===== src/rtl/sap_ctrl_pkg.sv =====
`default_nettype none
// +----------------------------------------------------------------------------+
// | Module  : sap_ctrl_pkg                                                     |
// | Brief   : Opcodes, control-word bit indices/masks and helpers for the      |
// |           SAP-style control sequencer.                                     |
// | Rev     : 1.0 - initial release                                            |
// +----------------------------------------------------------------------------+
package sap_ctrl_pkg;

  localparam logic [3:0] c_op_nop = 4'b0000;
  localparam logic [3:0] c_op_lda = 4'b0001;
  localparam logic [3:0] c_op_add = 4'b0010;
  localparam logic [3:0] c_op_sub = 4'b0011;
  localparam logic [3:0] c_op_sta = 4'b0100;
  localparam logic [3:0] c_op_ldi = 4'b0101;
  localparam logic [3:0] c_op_jmp = 4'b0110;
  localparam logic [3:0] c_op_jc  = 4'b0111;
  localparam logic [3:0] c_op_jz  = 4'b1000;
  localparam logic [3:0] c_op_out = 4'b1110;
  localparam logic [3:0] c_op_hlt = 4'b1111;

  localparam int unsigned c_bit_halt     = 15;
  localparam int unsigned c_bit_mar_in   = 14;
  localparam int unsigned c_bit_ram_in   = 13;
  localparam int unsigned c_bit_ram_out  = 12;
  localparam int unsigned c_bit_ir_out   = 11;
  localparam int unsigned c_bit_ir_in    = 10;
  localparam int unsigned c_bit_a_in     = 9;
  localparam int unsigned c_bit_a_out    = 8;
  localparam int unsigned c_bit_sum_out  = 7;
  localparam int unsigned c_bit_subtract = 6;
  localparam int unsigned c_bit_b_in     = 5;
  localparam int unsigned c_bit_out_in   = 4;
  localparam int unsigned c_bit_pc_en    = 3;
  localparam int unsigned c_bit_pc_out   = 2;
  localparam int unsigned c_bit_jump     = 1;
  localparam int unsigned c_bit_flags_in = 0;

  localparam logic [15:0] c_halt     = 16'h0001 << c_bit_halt;
  localparam logic [15:0] c_mar_in   = 16'h0001 << c_bit_mar_in;
  localparam logic [15:0] c_ram_in   = 16'h0001 << c_bit_ram_in;
  localparam logic [15:0] c_ram_out  = 16'h0001 << c_bit_ram_out;
  localparam logic [15:0] c_ir_out   = 16'h0001 << c_bit_ir_out;
  localparam logic [15:0] c_ir_in    = 16'h0001 << c_bit_ir_in;
  localparam logic [15:0] c_a_in     = 16'h0001 << c_bit_a_in;
  localparam logic [15:0] c_a_out    = 16'h0001 << c_bit_a_out;
  localparam logic [15:0] c_sum_out  = 16'h0001 << c_bit_sum_out;
  localparam logic [15:0] c_subtract = 16'h0001 << c_bit_subtract;
  localparam logic [15:0] c_b_in     = 16'h0001 << c_bit_b_in;
  localparam logic [15:0] c_out_in   = 16'h0001 << c_bit_out_in;
  localparam logic [15:0] c_pc_en    = 16'h0001 << c_bit_pc_en;
  localparam logic [15:0] c_pc_out   = 16'h0001 << c_bit_pc_out;
  localparam logic [15:0] c_jump     = 16'h0001 << c_bit_jump;
  localparam logic [15:0] c_flags_in = 16'h0001 << c_bit_flags_in;

  // Last microstep carrying a non-zero control word; NOPs and jumps end at T2.
  function automatic logic [2:0] last_step(input logic [3:0] op);
    case (op)
      c_op_lda, c_op_sta: last_step = 3'd3;
      c_op_add, c_op_sub: last_step = 3'd4;
      default:            last_step = 3'd2;
    endcase
  endfunction

endpackage
`default_nettype wire


===== src/rtl/microcode_rom.sv =====
`default_nettype none
// +----------------------------------------------------------------------------+
// | Module  : microcode_rom                                                    |
// | Brief   : Combinational decode of (step, opcode, flags) to control word.   |
// | Rev     : 1.0 - initial release                                            |
// +----------------------------------------------------------------------------+
module microcode_rom
  import sap_ctrl_pkg::*;
(
  input  logic [2:0]  step,
  input  logic [3:0]  opcode,
  input  logic        carry_flag,
  input  logic        zero_flag,
  output logic [15:0] ctrl
);

  always_comb begin
    ctrl = 16'h0000;
    case (step)
      3'd0: ctrl = c_pc_out | c_mar_in;
      3'd1: ctrl = c_ram_out | c_ir_in | c_pc_en;
      3'd2: begin
        case (opcode)
          c_op_lda, c_op_add, c_op_sub, c_op_sta: ctrl = c_ir_out | c_mar_in;
          c_op_ldi: ctrl = c_ir_out | c_a_in;
          c_op_jmp: ctrl = c_ir_out | c_jump;
          c_op_jc:  ctrl = carry_flag ? (c_ir_out | c_jump) : 16'h0000;
          c_op_jz:  ctrl = zero_flag  ? (c_ir_out | c_jump) : 16'h0000;
          c_op_out: ctrl = c_a_out | c_out_in;
          c_op_hlt: ctrl = c_halt;
          default:  ctrl = 16'h0000;
        endcase
      end
      3'd3: begin
        case (opcode)
          c_op_lda:           ctrl = c_ram_out | c_a_in;
          c_op_add, c_op_sub: ctrl = c_ram_out | c_b_in;
          c_op_sta:           ctrl = c_a_out | c_ram_in;
          default:            ctrl = 16'h0000;
        endcase
      end
      3'd4: begin
        case (opcode)
          c_op_add: ctrl = c_sum_out | c_a_in | c_flags_in;
          c_op_sub: ctrl = c_sum_out | c_a_in | c_flags_in | c_subtract;
          default:  ctrl = 16'h0000;
        endcase
      end
      default: ctrl = 16'h0000;
    endcase
  end

endmodule
`default_nettype wire


===== src/rtl/control_sequencer.sv =====
`default_nettype none
// +----------------------------------------------------------------------------+
// | Module  : control_sequencer                                                |
// | Brief   : Microstep counter and halt latch driving microcode_rom.          |
// |           Define CTRL_SEQ_EARLY_END_EN to end each instruction after its   |
// |           last non-zero microstep.                                         |
// | Rev     : 1.0 - initial release                                            |
// +----------------------------------------------------------------------------+
module control_sequencer
  import sap_ctrl_pkg::*;
#(
  parameter int NUM_STEPS = 5
) (
  input  logic        clk,
  input  logic        clear,
  input  logic        run,
  input  logic [3:0]  opcode,
  input  logic        carry_flag,
  input  logic        zero_flag,
  output logic [15:0] ctrl,
  output logic [2:0]  step,
  output logic        halted
);

  localparam logic [2:0] c_final_step = 3'(NUM_STEPS - 1);

  logic [2:0]  r_step;
  logic        r_halted;
  logic        w_end;
  logic [2:0]  w_step_next;
  logic [15:0] w_rom_ctrl;

  always_comb begin
    w_end = (r_step == c_final_step);
`ifdef CTRL_SEQ_EARLY_END_EN
    w_end = w_end || (r_step == last_step(opcode));
`endif
    w_step_next = w_end ? 3'd0 : (r_step + 3'd1);
  end

  // Halting keeps the counter parked on T2 instead of advancing.
  always_ff @(posedge clk or posedge clear) begin
    if (clear) begin
      r_step   <= 3'd0;
      r_halted <= 1'b0;
    end else if (run && !r_halted) begin
      if (r_step == 3'd2 && opcode == c_op_hlt) begin
        r_halted <= 1'b1;
      end else begin
        r_step <= w_step_next;
      end
    end
  end

  microcode_rom u_rom (
    .step       (r_step),
    .opcode     (opcode),
    .carry_flag (carry_flag),
    .zero_flag  (zero_flag),
    .ctrl       (w_rom_ctrl)
  );

  // clear gates the word directly so it reads zero while held, not just after.
  assign ctrl   = clear ? 16'h0000 : (r_halted ? c_halt : w_rom_ctrl);
  assign step   = r_step;
  assign halted = r_halted;

endmodule
`default_nettype wire


===== config.mk =====
export PLATFORM = sky130hd
export DESIGN_NAME = control_sequencer
export DESIGN_NICKNAME = d
export VERILOG_FILES = /design/src/rtl/sap_ctrl_pkg.sv /design/src/rtl/microcode_rom.sv /design/src/rtl/control_sequencer.sv
export SDC_FILE = /design/constraint.sdc
export NUM_CORES = 1
export LEC_CHECK = 0
export ABC_AREA = 0
export BUFFER_PORTS_ARGS = -buffer_cell sky130_fd_sc_hd__buf_2
export CAP_MARGIN = 5
export CORE_MARGIN = 3
export CORE_UTILIZATION = 40
export DETAILED_ROUTE_END_ITERATION = 10
export PLACE_DENSITY = 0.73
export SLEW_MARGIN = 25
export SYNTH_ARGS = -nofsm -noshare
export SYNTH_HDL_FRONTEND = slang
export SYNTH_SLANG_ARGS = --single-unit

===== constraint.sdc =====
create_clock -name clk -period 4 [get_ports clk]
set_input_delay 0.2 -clock clk [delete_from_list [all_inputs] [get_ports clk]]
set_output_delay 0.2 -clock clk [all_outputs]
set_load 0.02 [all_outputs]

==> impl_results.md, run 1 <==
* Highest Clock Rate at 438 MHz
* Crit end category: output port
* Vert. Die Dim at 45.1 um
* H-tree depth at 1
* Remaining Overflow, GRT at 0
* Root buffer cell: clkbuf_4
* Cell area after synthesis at 611 sq um
* Clock buffer depth at 2
* WP buf/inv at 1
* WL final at 1.43 mm
* Biggest area consumer among synthesized cells: dfrtp_1
* P&R area growth vs syn at 23.0%
* CP max FO at 6
* Seq pwr share at 23.5%
* CP max-delay cell: or4b_4
* Starting Density at 44.7%
* Crit path time final at 2.28 ns
* Outcome: completed
* Final core occ at 54.9%
* Most used DFF post-synth: dfrtp_1
* Final-report hold violation count at 0
* Post-CTS Setup Repair Bufs at 0
* Via count at 623
* NetSw at 0.000201 W
* Max-cap viol count at 0
* Ant. Diodes at 0
* Top cells by count, synth: inv_1, nor2_1, a21oi_1, ha_1, nand2_1
* Avg Inst Size Synth at 8.03 sq um
* Final setup fails at 0
* Skew-Pair Late Insertion Delay at 0.23 ns
* CTS tree: built
* Power Density at 544 nW/um^2
* #FFs+latches synth at 4
* Int Pwr at 0.000207 W
* First-pass GRT wire length at 2.28 mm
* Post-Syn Nets at 90
* Peak VDD IR at 0.335 mV
* Post-route DRC at 0
* Routed len/inst at 12.3 um
* Max-slew headroom at 68.2%
* Core area at 1370 sq um
* Initial DRC count at 9
* CP most frequent cell: ha_1
* Nets at 117
* Startpoint Class: register
* Top post-synthesis cells by area: dfrtp_1, ha_1, or4b_4, a21oi_1, buf_6
* Hold Path Origin: run
* Post-CTS resize count at 0
* Placed insts at 112
* CP Data Required Time at 3.80 ns
* CTS Hold Bufs at 1
* Drt pass-1 iters at 4
* Slowest Stage Delay on Critical Path at 0.51 ns
* Delay-heaviest family, CP: simple AND/OR/NAND/NOR gates
* Clk network pwr share at 11.8%
* Post-synth EDFFs at 0
* Crit-path cells: ha_1, ha_1, or4b_4, o22ai_1, and3_1, buf_2
* Die Wd at 45.1 um
* Worst min path class: in -> reg
* Sequential share of the synthesized area at 16.4%
* Reg2Reg Launch Point: step[0]
* Row Count at 13
* Worst slew pin tran at 0.473 ns
* Mapped Cells at 76
* Share of the synthesized area in the top cell type at 16.4%
* Critical path class: reg -> out
* Async S/R FF share, synth at 100%
* DRT antenna net count at 0
* Crit path DAT at 2.08 ns
* Largest net degree at the start of global routing at 15
* TritonCTS Buffers at 3
* Ys Warns at 0
* I/O Buffers at 28
* Final setup TNS at 0 ns
* Via density at 5.37
* Die ar. at 2030 sq um
* CTS clock-pin slew for the worst setup and hold paths at 0.04 ns
* Routability Congestion at 0.753
* Final worst path period share at 57.1%
* Worst Clk Skew at 0.00118 ns
* Total GRT Usage at 15.2%
* Hold WS at 0.194 ns
* Critical Path Start: step[0]
* Unrepaired setup endpoints after global routing: no
* P_leak at 0.388 nW
* Clock sink total at 4
* Switching Fraction at 49.2%
* Logic gate share of total power at 64.7%
* Vias in the first global route at 553
* Final Max Slew Viols at 0
* # IOs at 29
* Netlist cell types at 39
* Antenna violations before repair at 0
* Layout cells sized above 1 at 38.6%
* Final HPWL DP at 1.14 mm
* Final Non-Filler Cells at 116
-- registers in the layout, indices dropped and copies added, names as in the netlist --
| signal | count |
|---|---|
| halted | 1 |
| step | 3 |
-- logic make-up (layout without fill, tap and decap cells) --
family          Yosys count  after routing  synth area share [%]
buf+inv                  13             38                  12.1
simple gates             31             31                  32.4
fa+ha+maj                 5              5                  10.2
mux                       2              2                  3.69
compound gates           21             21                  25.2
flops                     4              4                  16.4
-- layout make-up --
class	instances	area, sq um
Timing Repair Buffer	29	150
Inverter	6	22.5
Sequential cell	4	100
Clock buffer	3	22.5
Tap cell	15	18.8
Multi-Input combinational cell	59	437
Fill cell	147	616
-- worst reg2reg max path, stage by stage, from the launching register on --
cell and delay (ns):
dfrtp_1 0.43, inv_1 0.11, ha_1 0.25, nand4b_1 0.15, o21bai_1 0.22, mux2_2 0.36
-- power by group through the flow --
stage               sequential [W]  combinational [W]   clock, W
floorplan                 0.000106           0.000193          0
global placement         0.0000930           0.000262          0
detailed placement       0.0000966           0.000265          0
CTS                      0.0000965           0.000266  0.0000509
global route              0.000103           0.000293  0.0000529
finish                   0.0000960           0.000264  0.0000480
-- routing by layer --
| layer | up-vias | routed length [um] | global-route usage [%] |
|---|---|---|---|
| met4 | 0 | 0 | 8.77 |
| li1 | 330 | - | - |
| met5 | - | 0 | 0 |
| met3 | 0 | 82 | 2.39 |
| met1 | 276 | 621 | 18.7 |
| met2 | 17 | 721 | 24.9 |
-- metrics by stage --
step	cell area (sq um)	total power, W	setup WS (ns)
3_3_place_gp	718	0.000355	1.99
6_report	751	0.000408	1.72
4_1_cts	751	0.000414	1.71
3_5_place_dp	718	0.000362	1.96
2_1_floorplan	611	0.000299	1.88
5_1_grt	751	0.000449	1.59
-- placed cells by master, fill, tap and decap left out, types with 2 or more instances in the layout --
cell,n
a21oi_1,5
and2_1,2
buf_2,28
clkbuf_4,3
dfrtp_1,4
ha_1,5
inv_1,6
mux2_2,2
nand2_1,5
nand2b_1,3
nor2_1,6
nor3_1,2
o21ai_0,2
o21bai_1,2
o31ai_1,2
or3_1,2
or4b_4,2
-- worst paths after layout --
path	endpoint	slack, ns	cells after the start
setup / recovery	ctrl[8]	1.72	6
hold / removal	halted	0.19	2
setup reg to reg	step[1]	2.37	5
hold reg to reg	halted	0.60	1
max in group asynchronous	halted	3.39	3
min in group asynchronous	step[0]	0.45	3
(Power assumes the default switching activity.)
==> run 2: changes to the inputs <==
Settings changed: ABC_AREA 0 to 1, CORE_UTILIZATION 40 to 39, PLACE_DENSITY 0.73 to 0.76.
Clock period 4 ns to 1.85 ns, I/O delays scaled along.
==> run 2 against run 1 <==
Net effect:
- via count rose by 6.9%
- combinational power fell by 83%
- final cell count rose by 22%
- count of clock-buffer cells in the layout did not move
- sequential share of layout area rose by 0.14 points
- critical path depth rose by 2
- clock power rose by 150%
- area after synthesis fell by 9.4%
- critical endpoint is now ctrl[11]
- core utilization rose by 6.9 points
- clock skew rose by 0.015 ns
- non-clock buffer count rose by 1
- global-route usage rose by 1.6 points
==> impl_results.md, run 2 <==
* Most frequent cells in the layout: nand2_1, buf_2, inv_1
* Starting Density at 45.5%
* Worst slack, placed at 0.331 ns
* Largest net degree at the start of global routing at 9
* Startpoint Class: register
* Total GRT Usage at 16.8%
* Worst Clk Skew at 0.0166 ns
* Top cells by count, synth: nand2_1, inv_1, nor2_1, nand3_1, ha_1
* Post-route DRC at 0
* Peak VDD IR at 0.420 mV
* P_leak at 0.454 nW
* Crit path time final at 1.74 ns
* Antenna violations before repair at 0
* Sequential share of the synthesized area at 18.1%
* CTS tree: built
* Post-synth EDFFs at 0
* #FFs+latches synth at 4
* DRT antenna net count at 0
* Routed len/inst at 10.5 um
* Final core occ at 61.8%
* Final-report hold violation count at 0
* TritonCTS Buffers at 3
* Layout cells sized above 1 at 30.7%
* Nets at 143
* Crit end category: output port
* Crit path DAT at 1.65 ns
* # IOs at 29
* WL final at 1.48 mm
* Post-Layout Inst Area at 752 sq um
* Highest Clock Rate at 575 MHz
* Drt pass-1 iters at 4
* Routability Congestion at 0.892
* Core area at 1220 sq um
* Final Max Slew Viols at 0
* Avg Inst Size Synth at 5.76 sq um
* Mapped Cells at 96
* Die Wd at 43.7 um
* Worst slew pin tran at 0.271 ns
* Skew-Pair Late Insertion Delay at 0.25 ns
* Netlist cell types at 17
* Clock buffer depth at 2
* Ys Warns at 0
* Critical path class: reg -> out
* Via density at 4.72
* Share of the synthesized area in the top cell type at 18.1%
* Commonest non-fill, non-tap cell in the layout: nand2_1
* Final setup fails at 0
* Remaining Overflow, GRT at 0
* Most common cell in the netlist: nand2_1
* Post-Syn Nets at 110
* Max-cap viol count at 0
* Cell Area, Placed at 696 sq um
* Die ar. at 1910 sq um
* Cell area after synthesis at 553 sq um
* Final HPWL DP at 1.17 mm
* Vert. Die Dim at 43.7 um
* Max-slew headroom at 81.9%
* Biggest area consumer among synthesized cells: dfrtp_1
* Top post-synthesis cells by area: dfrtp_1, nand2_1, inv_1, ha_1, nor2_1
* I/O Buffers at 28
* Clock sink total at 4
* Async S/R FF share, synth at 100%
* Row Count at 12
* CP max FO at 4
* Hold WS at 0.118 ns
* Fillers at 123
* Ant. Diodes at 0
* First-pass GRT wire length at 2.41 mm
* Final worst path period share at 94.1%
* Power Density at 336 nW/um^2
* Initial DRC count at 18
* CP Data Required Time at 1.76 ns
* P&R area growth vs syn at 36.0%
* Final setup margin at 0.110 ns
* Max reg flops at 3
* Worst min path class: in -> reg
* H-tree depth at 1
* Outcome: completed
* Via count at 666
* CTS clock-pin slew for the worst setup and hold paths at 0.05 ns
* Root buffer cell: clkbuf_4
* Most used DFF post-synth: dfrtp_1
* Vias in the first global route at 583
## run 2: cell count changes after synthesis, moves of 2 or more
cell,before,now
nand2_1,5,26
inv_1,6,18
nor2_1,6,16
nand3_1,0,7
nand2b_1,3,0
and2_1,2,0
buf_6,2,0
mux2_2,2,0
nand3_2,0,2
nor2_2,0,2
o21ai_0,2,4
o31ai_1,2,0
or3_1,2,0
or4b_4,2,0
## run 2: path summary, 6_finish.rpt
check / startpoint / end / slack, ns / depth (start not counted)
max in group asynchronous: clear / step[1] / 1.35 / 3
min reg2reg: halted / halted / 0.56 / 2
min in group asynchronous: clear / halted / 0.31 / 3
max reg2reg: step[0] / step[2] / 0.46 / 7
min: run / halted / 0.12 / 3
max: step[0] / ctrl[11] / 0.11 / 8
## run 2: cell type report
| class | instances | area, sq um | share of cell area, % |
|---|---|---|---|
| inverter | 18 | 67.6 | 8.99 |
| clock buffer | 3 | 22.5 | 3.00 |
| tap | 14 | 17.5 | 2.33 |
| multi-input combinational | 72 | 378 | 50.2 |
| timing repair buffer | 30 | 165 | 22.0 |
| sequential | 4 | 101 | 13.5 |
## run 2: critical path, stage by stage, from the launching register on
cell	delay, ns
dfrtp_1	0.40
inv_1	0.11
ha_1	0.16
inv_1	0.07
nor2_4	0.12
nand2_1	0.10
o21bai_1	0.19
nor2_1	0.09
buf_2	0.16
## run 2: kinds of logic (layout without fill, tap and decap cells)
kind of cell,count (synthesis),count (layout),synth area share [%]
flops,4,4,18.1
compound gates,12,12,12.0
fa+ha+maj,5,5,11.3
simple gates,55,55,43.7
buf+inv,20,51,14.9
## run 2: per-layer routing
| metal | track usage, % | part of all wire (%) | vias to the layer above |
|---|---|---|---|
| met5 | 0 | 0 | - |
| met4 | 5.42 | 1.1 | 0 |
| met3 | 4.98 | 5.9 | 2 |
| met2 | 27.0 | 49 | 21 |
| met1 | 21.2 | 44 | 281 |
| li1 | - | - | 362 |
## run 2: through the flow
| step | TNS, ns | total power [W] | std cells |
|---|---|---|---|
| 3_3_place_gp | 0 | 0.000133 | 136 |
| 6_report | 0 | 0.000253 | 141 |
| 2_1_floorplan | 0 | 0.000114 | 96 |
| 4_1_cts | 0 | 0.000252 | 140 |
| 5_1_grt | -0.0216 | 0.000269 | 141 |
| 3_5_place_dp | 0 | 0.000133 | 136 |
## run 2: repair_timing
action                                  CTS  global route
hold buffers                              1             0
hold endpoints to repair                  4             0
endpoints found under the setup margin    0             5
gates resized for setup                   0             6
buffers inserted                          0             1
## run 2: power breakdown
group / total [W] / switching (W) / internal [W]
Sequential: 0.0000879 / 0 / 0.0000879
Clock: 0.000119 / 0.0000456 / 0.0000732
Combinational: 0.0000462 / 0.0000295 / 0.0000168
==> run 3: changes to the inputs <==
Settings changed: CORE_MARGIN 3 to 5.
==> run 3 against run 2 <==
Net effect:
- worst hold slack better by 0.016 ns
- sequential power hardly changed
- highest routed layer unchanged
- maximum frequency is 1.0% higher
- largest cell class unchanged
- wire length is 1.6% lower
- critical path depth is 1 lower
- via count is 0.75% lower
- combinational power is 1% higher
==> impl_results.md, run 3 (synthesis gave the netlist of run 2 again) <==
* Largest net degree at the start of global routing at 9
* Final-report hold violation count at 0
* Worst min path class: in -> reg
* Routed len/inst at 10.3 um
* Worst slew pin tran at 0.293 ns
* Via density at 4.69
* Crit-path cells: inv_1, ha_1, nor2_1, o211ai_1, nand2_1, o21ai_1, buf_2
* Remaining Overflow, GRT at 0
* Max-slew headroom at 80.4%
* Total GRT Usage at 14.6%
* Final core occ at 55.8%
* Peak VDD IR at 0.243 mV
* Final HPWL DP at 1.25 mm
* Max-cap viol count at 0
* Clock buffer depth at 2
* CTS clock-pin slew for the worst setup and hold paths at 0.04 ns
* CP max-delay cell: dfrtp_1
* CP max FO at 8
* Final setup fails at 0
* Delay-heaviest family, CP: flip-flops
* Die ar. at 2270 sq um
* Crit path time final at 1.72 ns
* Vias in the first global route at 631
* I/O Buffers at 28
* Final setup TNS at 0 ns
* Unrepaired setup endpoints after global routing: no
* Highest Clock Rate at 580 MHz
* Root buffer cell: clkbuf_4
* Final Max Slew Viols at 0
* CTS tree: built
* WL final at 1.46 mm
* Most frequent cells in the layout: buf_2, nand2_1, inv_1
* CP Data Required Time at 1.76 ns
* Skew-Pair Late Insertion Delay at 0.23 ns
* Nets at 142
* Crit end category: output port
* Via count at 661
* Worst Clk Skew at 0.00625 ns
* Routability Congestion at 0.823
* Starting Density at 42.0%
* Layout cells sized above 1 at 30.2%
* Die Wd at 47.7 um
* Startpoint Class: register
* H-tree depth at 1
* Vert. Die Dim at 47.7 um
* Outcome: completed
* P&R area growth vs syn at 33.0%
* Row Count at 13
* Max reg flops at 3
* Power Density at 330 nW/um^2
* Core area at 1320 sq um
* P_leak at 0.451 nW
* DRT antenna net count at 0
* Post-route DRC at 0
* Commonest non-fill, non-tap cell in the layout: buf_2
* Critical path class: reg -> out
* Antenna violations before repair at 0
* TritonCTS Buffers at 3
* WP buf/inv at 2
* Crit path DAT at 1.63 ns
* # IOs at 29
* Clock sink total at 4
* Drt pass-1 iters at 4
* Ant. Diodes at 0
* First-pass GRT wire length at 2.39 mm
* Total power at 0.000243 W
* Final worst path period share at 93.1%
* Initial DRC count at 7
* Slowest Stage Delay on Critical Path at 0.50 ns
-- run 3: metrics by stage --
stage	instance area [sq um]	instances	setup slack, ns	hold slack [ns]
2_1_floorplan	553	96	0.286	-0.133
3_3_place_gp	697	137	0.388	0.00866
3_5_place_dp	697	137	0.329	0.0149
4_1_cts	729	141	0.0663	0.128
5_1_grt	736	141	0.0170	0.163
6_report	736	141	0.127	0.134
-- run 3: per-layer routing --
layer	vias up	global-route usage [%]	part of all wire [%]
li1	359	-	-
met1	284	16.4	38
met2	16	27.3	55
met3	2	1.13	6.0
met4	0	7.53	0.41
met5	-	0	0
-- run 3: worst register-to-register path, stage by stage, from the launching register on --
cell	delay [ns]
dfrtp_2	0.40
inv_2	0.06
ha_1	0.18
inv_1	0.11
nor2_4	0.05
nand3_2	0.10
nand3_2	0.12
nand2_1	0.07
o21ai_0	0.08
-- run 3: what timing repair did --
item                                    in CTS  in global routing
hold buffers                                 1                  0
hold endpoints to repair                     4                  0
setup buffers                                0                  0
endpoints found under the setup margin       0                  4
gates resized for setup                      0                  3
-- run 3: path summary, 6_finish.rpt --
path,start,end,slack [ns],cells past startpoint
worst max-delay path,step[2],ctrl[9],0.13,7
worst min-delay path,run,halted,0.13,3
worst max register to register,step[0],step[1],0.55,8
worst min register to register,halted,halted,0.56,2
max in group asynchronous,clear,step[0],1.34,3
min in group asynchronous,clear,step[2],0.33,3
-- run 3: final cells by class --
cell class	count	area, sq um
repair buffers	29	150
clock buffers	3	22.5
flip-flops and latches	4	101
inverters	18	67.6
well taps	15	18.8
fillers	134	582
multi-input cells	72	375
-- run 3: report_power, final --
part	internal [W]	switching, W	total, W
clock	0.0000726	0.0000357	0.000108
sequential	0.0000879	0	0.0000879
combinational	0.0000168	0.0000299	0.0000467
